## src/rtl/uart_reading_rx.sv

```systemverilog
// UART 8N1 receiver for sensor readings: synchronises rx_serial, samples mid-bit,
// holds the last good byte and strobes valid / framing_error for one clock each.
module uart_reading_rx #(
    parameter int CLKS_PER_BIT = 434
) (
    input  logic       clk,
    input  logic       reset,
    input  logic       rx_serial,
    output logic [7:0] reading,
    output logic       reading_valid,
    output logic       framing_error,
    output logic       busy
);

    localparam int CW = $clog2(CLKS_PER_BIT);
    localparam logic [CW-1:0] FULL_LAST = CW'(CLKS_PER_BIT - 1);
    localparam logic [CW-1:0] HALF_LAST = CW'(CLKS_PER_BIT / 2 - 1);

    localparam logic [2:0] S_IDLE      = 3'd0;
    localparam logic [2:0] S_START     = 3'd1;
    localparam logic [2:0] S_DATA      = 3'd2;
    localparam logic [2:0] S_STOP      = 3'd3;
    localparam logic [2:0] S_WAIT_IDLE = 3'd4;

    logic          sync1_q, sync2_q;
    logic          rx_s;
    logic [2:0]    state_q, state_d;
    logic [CW-1:0] cnt_q, cnt_d;
    logic [2:0]    bit_q, bit_d;
    logic [7:0]    shift_q, shift_d;
    logic [7:0]    reading_q, reading_d;
    logic          valid_q, valid_d;
    logic          ferr_q, ferr_d;

    assign rx_s = sync2_q;

    always_comb begin
        state_d   = state_q;
        cnt_d     = cnt_q;
        bit_d     = bit_q;
        shift_d   = shift_q;
        reading_d = reading_q;
        valid_d   = 1'b0;
        ferr_d    = 1'b0;
        case (state_q)
            S_IDLE: begin
                if (!rx_s) begin
                    state_d = S_START;
                    cnt_d   = '0;
                end
            end
            S_START: begin
                // Re-check the line at mid start bit to reject short glitches.
                if (cnt_q == HALF_LAST) begin
                    cnt_d = '0;
                    if (!rx_s) begin
                        state_d = S_DATA;
                        bit_d   = 3'd0;
                    end else begin
                        state_d = S_IDLE;
                    end
                end else begin
                    cnt_d = cnt_q + 1'b1;
                end
            end
            S_DATA: begin
                if (cnt_q == FULL_LAST) begin
                    cnt_d   = '0;
                    shift_d = {rx_s, shift_q[7:1]};
                    if (bit_q == 3'd7) begin
                        state_d = S_STOP;
                    end else begin
                        bit_d = bit_q + 1'b1;
                    end
                end else begin
                    cnt_d = cnt_q + 1'b1;
                end
            end
            S_STOP: begin
                if (cnt_q == FULL_LAST) begin
                    cnt_d = '0;
                    if (rx_s) begin
                        reading_d = shift_q;
                        valid_d   = 1'b1;
                        state_d   = S_IDLE;
                    end else begin
                        ferr_d  = 1'b1;
                        state_d = S_WAIT_IDLE;
                    end
                end else begin
                    cnt_d = cnt_q + 1'b1;
                end
            end
            S_WAIT_IDLE: begin
                // A break or stuck-low line must clear before a new start bit counts.
                if (rx_s) begin
                    state_d = S_IDLE;
                end
            end
            default: begin
                state_d = S_IDLE;
            end
        endcase
    end

    always_ff @(posedge clk or negedge reset) begin
        if (!reset) begin
            sync1_q   <= 1'b1;
            sync2_q   <= 1'b1;
            state_q   <= S_IDLE;
            cnt_q     <= '0;
            bit_q     <= 3'd0;
            shift_q   <= 8'h00;
            reading_q <= 8'h00;
            valid_q   <= 1'b0;
            ferr_q    <= 1'b0;
        end else begin
            sync1_q   <= rx_serial;
            sync2_q   <= sync1_q;
            state_q   <= state_d;
            cnt_q     <= cnt_d;
            bit_q     <= bit_d;
            shift_q   <= shift_d;
            reading_q <= reading_d;
            valid_q   <= valid_d;
            ferr_q    <= ferr_d;
        end
    end

    assign reading       = reading_q;
    assign reading_valid = valid_q;
    assign framing_error = ferr_q;
    assign busy          = (state_q != S_IDLE);

endmodule
```

## config.mk

```make
export PLATFORM = sky130hd
export DESIGN_NAME = uart_reading_rx
export DESIGN_NICKNAME = d
export VERILOG_FILES = /design/src/rtl/uart_reading_rx.sv
export SDC_FILE = /design/constraint.sdc
export NUM_CORES = 1
export LEC_CHECK = 0
export BUFFER_PORTS_ARGS = -buffer_cell sky130_fd_sc_hd__clkbuf_2
export CORE_MARGIN = 5
export CORE_UTILIZATION = 45
export CTS_CLUSTER_SIZE = 12
export DETAILED_ROUTE_END_ITERATION = 8
export PLACE_DENSITY = 0.65
export SETUP_SLACK_MARGIN = 0.5
export SLEW_MARGIN = 20
export SYNTH_ARGS = -nofsm -noshare
export SYNTH_HDL_FRONTEND = slang
export SYNTH_SLANG_ARGS = --single-unit
```

## constraint.sdc

```tcl
create_clock -name clk -period 1.85 [get_ports clk]
set_input_delay 0.185 -clock clk [delete_from_list [all_inputs] [get_ports clk]]
set_output_delay 0.185 -clock clk [all_outputs]
set_load 0.02 [all_outputs]
```

==> results by group <==
Final layout
  – Non-filler cells, final: 245
  – Filler instances: 266
  – Post-route cell area: 2396 um^2
  – Most common cell after layout, fill and taps aside: dfrtp_1
  – Most frequent cells in the layout: dfrtp_1 (31), buf_4 (18), mux2_4 (17)
  – Layout cells sized above 1: 0.4772
  – Final nets: 204
  – Sequential Area: 880.8 um^2
  – Area of the multi-input gates: 954.7 um^2
  – Area delta synth->final: 39.88%
  – Ant. Diodes: 0

Synth
  – Syn Std Cell Area: 1713 um^2
  – Netlist cell types: 41
  – Post-synthesis average cell area: 11.50 um^2
  – Synth area leader: dfrtp_1
  – Yosys reg bits: 35
  – Area share of fa/ha/maj cells after synthesis: 0.03652
  – Post-synth EDFFs: 0
  – Synth Area in Simple Gates: 0.1483
  – Main synth FF type: dfrtp_1
  – Post-synthesis compound-gate area fraction: 0.1439
  – Ranking of synthesized cells by area: dfrtp_1 (48%), mux2_2 (11%), ha_1 (3.7%)
  – Warnings, synthesis: 0
  – Post-synthesis sequential area ratio: 0.5128
  – Mux cell area share after synthesis: 0.1256
  – Synth top area share: 0.4821
  – Post-Syn Instances: 149
  – Syn nets: 157
  – Largest family of logic cells by synthesized area: simple AND/OR/NAND/NOR gates
  – Async SR Flop Fraction: 1.000
  – Post-Synth XOR/XNOR Area: 0

Clock tree
  – CTS H-tree lvls: 2
  – Clock buffer count from CTS: 5
  – Clock latency on the worst-skew pair: 0.29 ns
  – Clock tree sinks: 35
  – Worst-path clk slew: 0.08 ns
  – CTS tree: yes
  – Clk buf depth: 2
  – CTS Root Cell: clkbuf_8

Floorplanning
  – Initial Util: 0.4679
  – Die Wd: 71.70 um
  – Std-Cell Rows: 22
  – Core Area: 3661 um^2
  – # IOs: 14
  – Die Area: 5140 um^2
  – Die height: 71.70 um

Setup path
  – Master of the slowest instance on the critical path: dfrtp_1
  – FF-to-FF setup slack: 0.02 ns
  – Req. time, crit path: 2.02 ns
  – Crit path cell chain: inv_2, ha_4, and4bb_2, nand2_4, buf_12, nor3_4, buf_6, mux2_4
  – Kind of critical path: flop to flop
  – RR Endpoint: reading[0]
  – CP Capture Type: flop
  – Largest stage delay, worst path: 0.39 ns
  – CP max FO: 5
  – Worst reg-to-reg path cell count: 8
  – CP startpoint kind: flop
  – Reg2reg start: cnt_q[1]
  – Worst EP arrival: 2.00 ns

Power and ir drop
  – Pwr/cell area: 565.1 nW/um^2
  – Clk pwr share: 0.409
  – Peak VDD IR: 345.5 uV
  – Sequential power share: 0.571
  – Sw Ratio: 0.2334
  – Psw: 316.0 uW
  – Pint: 1038 uW
  – Logic pwr share: 0.020
  – P_leak: 0.001117 uW
  – PnR Total Power: 1354 uW

Timing
  – Final Hold Vio Count: 0
  – Crit share post-route: 0.9871
  – Worst Clk Skew: 0.007532 ns
  – Fmax: 547.6 MHz
  – Minimum clock period: 1.826 ns
  – Slew HR: 0.6602
  – Final TNS setup: 0 ns
  – RSZ-0062 raised after global routing: yes
  – Setup violations, final: 0
  – Pins Over Slew Limit: 0
  – Slew @ Worst Pin: 0.5078 ns
  – Final WS setup: 0.02381 ns

Global route
  – Vias in the first global route: 1354
  – First-pass GRT wire length: 6375 um
  – Tot GR Track Use: 0.1555
  – GRT overflow: 0
  – Initial antenna violation count: 0
  – Pin count of the biggest net entering global routing: 36

Job
  – Maxcap violations: 0

Place
  – Placed cells: 218
  – Placed inst area: 1951 um^2
  – Quantity of I/O buffers inserted on ports: 13
  – Gpl congestion: 0.8253
  – Pre-CTS WS: 0.02216 ns
  – DP HPWL: 2354 um

Routing
  – Vias/cell: 5.518
  – Drt drc: 0
  – Post-Route WL: 4029 um
  – DRT Pass-1 Iters: 4
  – Antenna viol nets, final: 0
  – Post-DR wirelength/cell: 16.44 um
  – Vias: 1352
  – Initial DRC count: 78

Outcome
  – Outcome: completed

Min path
  – Hold Path Sink: rx_s
  – Min-delay worst type: flop to flop
  – Hold depth: 0
  – HP Start: sync1_q
[power by group through the flow]
stage	sequential (uW)	combinational, uW	clock [uW]
CTS	772	28.0	568
floorplan	784	6.85	0
finish	773	27.6	553
detailed placement	787	24.9	0
global route	773	32.1	610
global placement	786	23.4	0
[Yosys cell counts, drive strengths merged, types with 2 or more instances]
master    n
o31a      2
mux2i     2
nand2b    2
nand3     3
mux2     17
clkbuf    2
buf       3
dfstp     2
ha        5
dfrtp    33
nand2    17
nor3      6
a2111oi   3
a21oi     8
o21ai     5
inv       9
o211ai    2
nor4      2
o22ai     4
nor2      7
[kinds of logic (layout without fill, tap and decap cells)]
| logic type | count (synthesis) | in the layout |
|---|---|---|
| AO/OA/AOI/OAI | 32 | 32 |
| adder cells (fa/ha/maj) | 5 | 5 |
| buffers and inverters | 14 | 62 |
| flip-flops | 35 | 35 |
| multiplexers | 19 | 19 |
| AND/OR/NAND/NOR | 44 | 44 |
[worst max-delay path: cells and delay by family (launching register included)]
kind | cells | cell delay, ns
flops | 1 | 0.39
mux | 1 | 0.30
simple gates | 3 | 0.50
buf+inv | 3 | 0.39
fa+ha+maj | 1 | 0.13
[area by class of cell]
cell class | instances | area share
clock inverter | 3 | 0.008355
timing repair buffer | 45 | 0.1577
sequential | 35 | 0.3676
inverter | 9 | 0.01410
tap | 48 | 0.02507
clock buffer | 5 | 0.02872
multi-input combinational | 100 | 0.3984
[metrics by stage]
stage | hold WS (ns) | utilization
2_1_floorplan | -0.1106 | -
4_1_cts | 0.3731 | 0.6244
6_report | 0.3699 | 0.6545
3_5_place_dp | 0.2508 | 0.5328
3_3_place_gp | 0.2411 | 0.5328
5_1_grt | 0.3769 | 0.6545
[layer usage]
layer,part of all wire,vias to the layer above,GRT usage
li1,-,638,-
met1,0.45,668,0.1935
met2,0.49,37,0.2602
met3,0.052,9,0.04208
met4,0.015,0,0.05219
met5,0,-,0
[registers in the layout, indices dropped and copies added, names as in the netlist]
register       cells
bit_q              3
reading            8
state_q            3
reading_valid      1
cnt_q              9
sync1_q            1
framing_error      1
rx_s               1
shift_q            8
[worst max-delay path by stage]
| stage | start | to | slack (ns) | cells past startpoint |
|---|---|---|---|---|
| 2_1_floorplan | cnt_q[0] | bit_q[0] | 0.06 | 6 |
| 3_3_place_gp | state_q[2] | shift_q[0] | 0.08 | 4 |
| 3_5_place_dp | cnt_q[1] | bit_q[0] | 0.02 | 6 |
| 4_1_cts | cnt_q[1] | bit_q[1] | 0.05 | 7 |
| 5_1_grt | cnt_q[0] | bit_q[1] | -0.06 | 7 |
| 6_report | cnt_q[1] | reading[0] | 0.02 | 8 |
[repair_timing]
action                     in CTS  in global routing
hold endpoints to repair       34                  0
buffers inserted               13                  4
hold buffers                    2                  0
gates resized for setup        34                 15
pin swaps                      10                  5
setup endpoints to repair      32                 34
No activity file was read; power rests on OpenSTA's default activity.
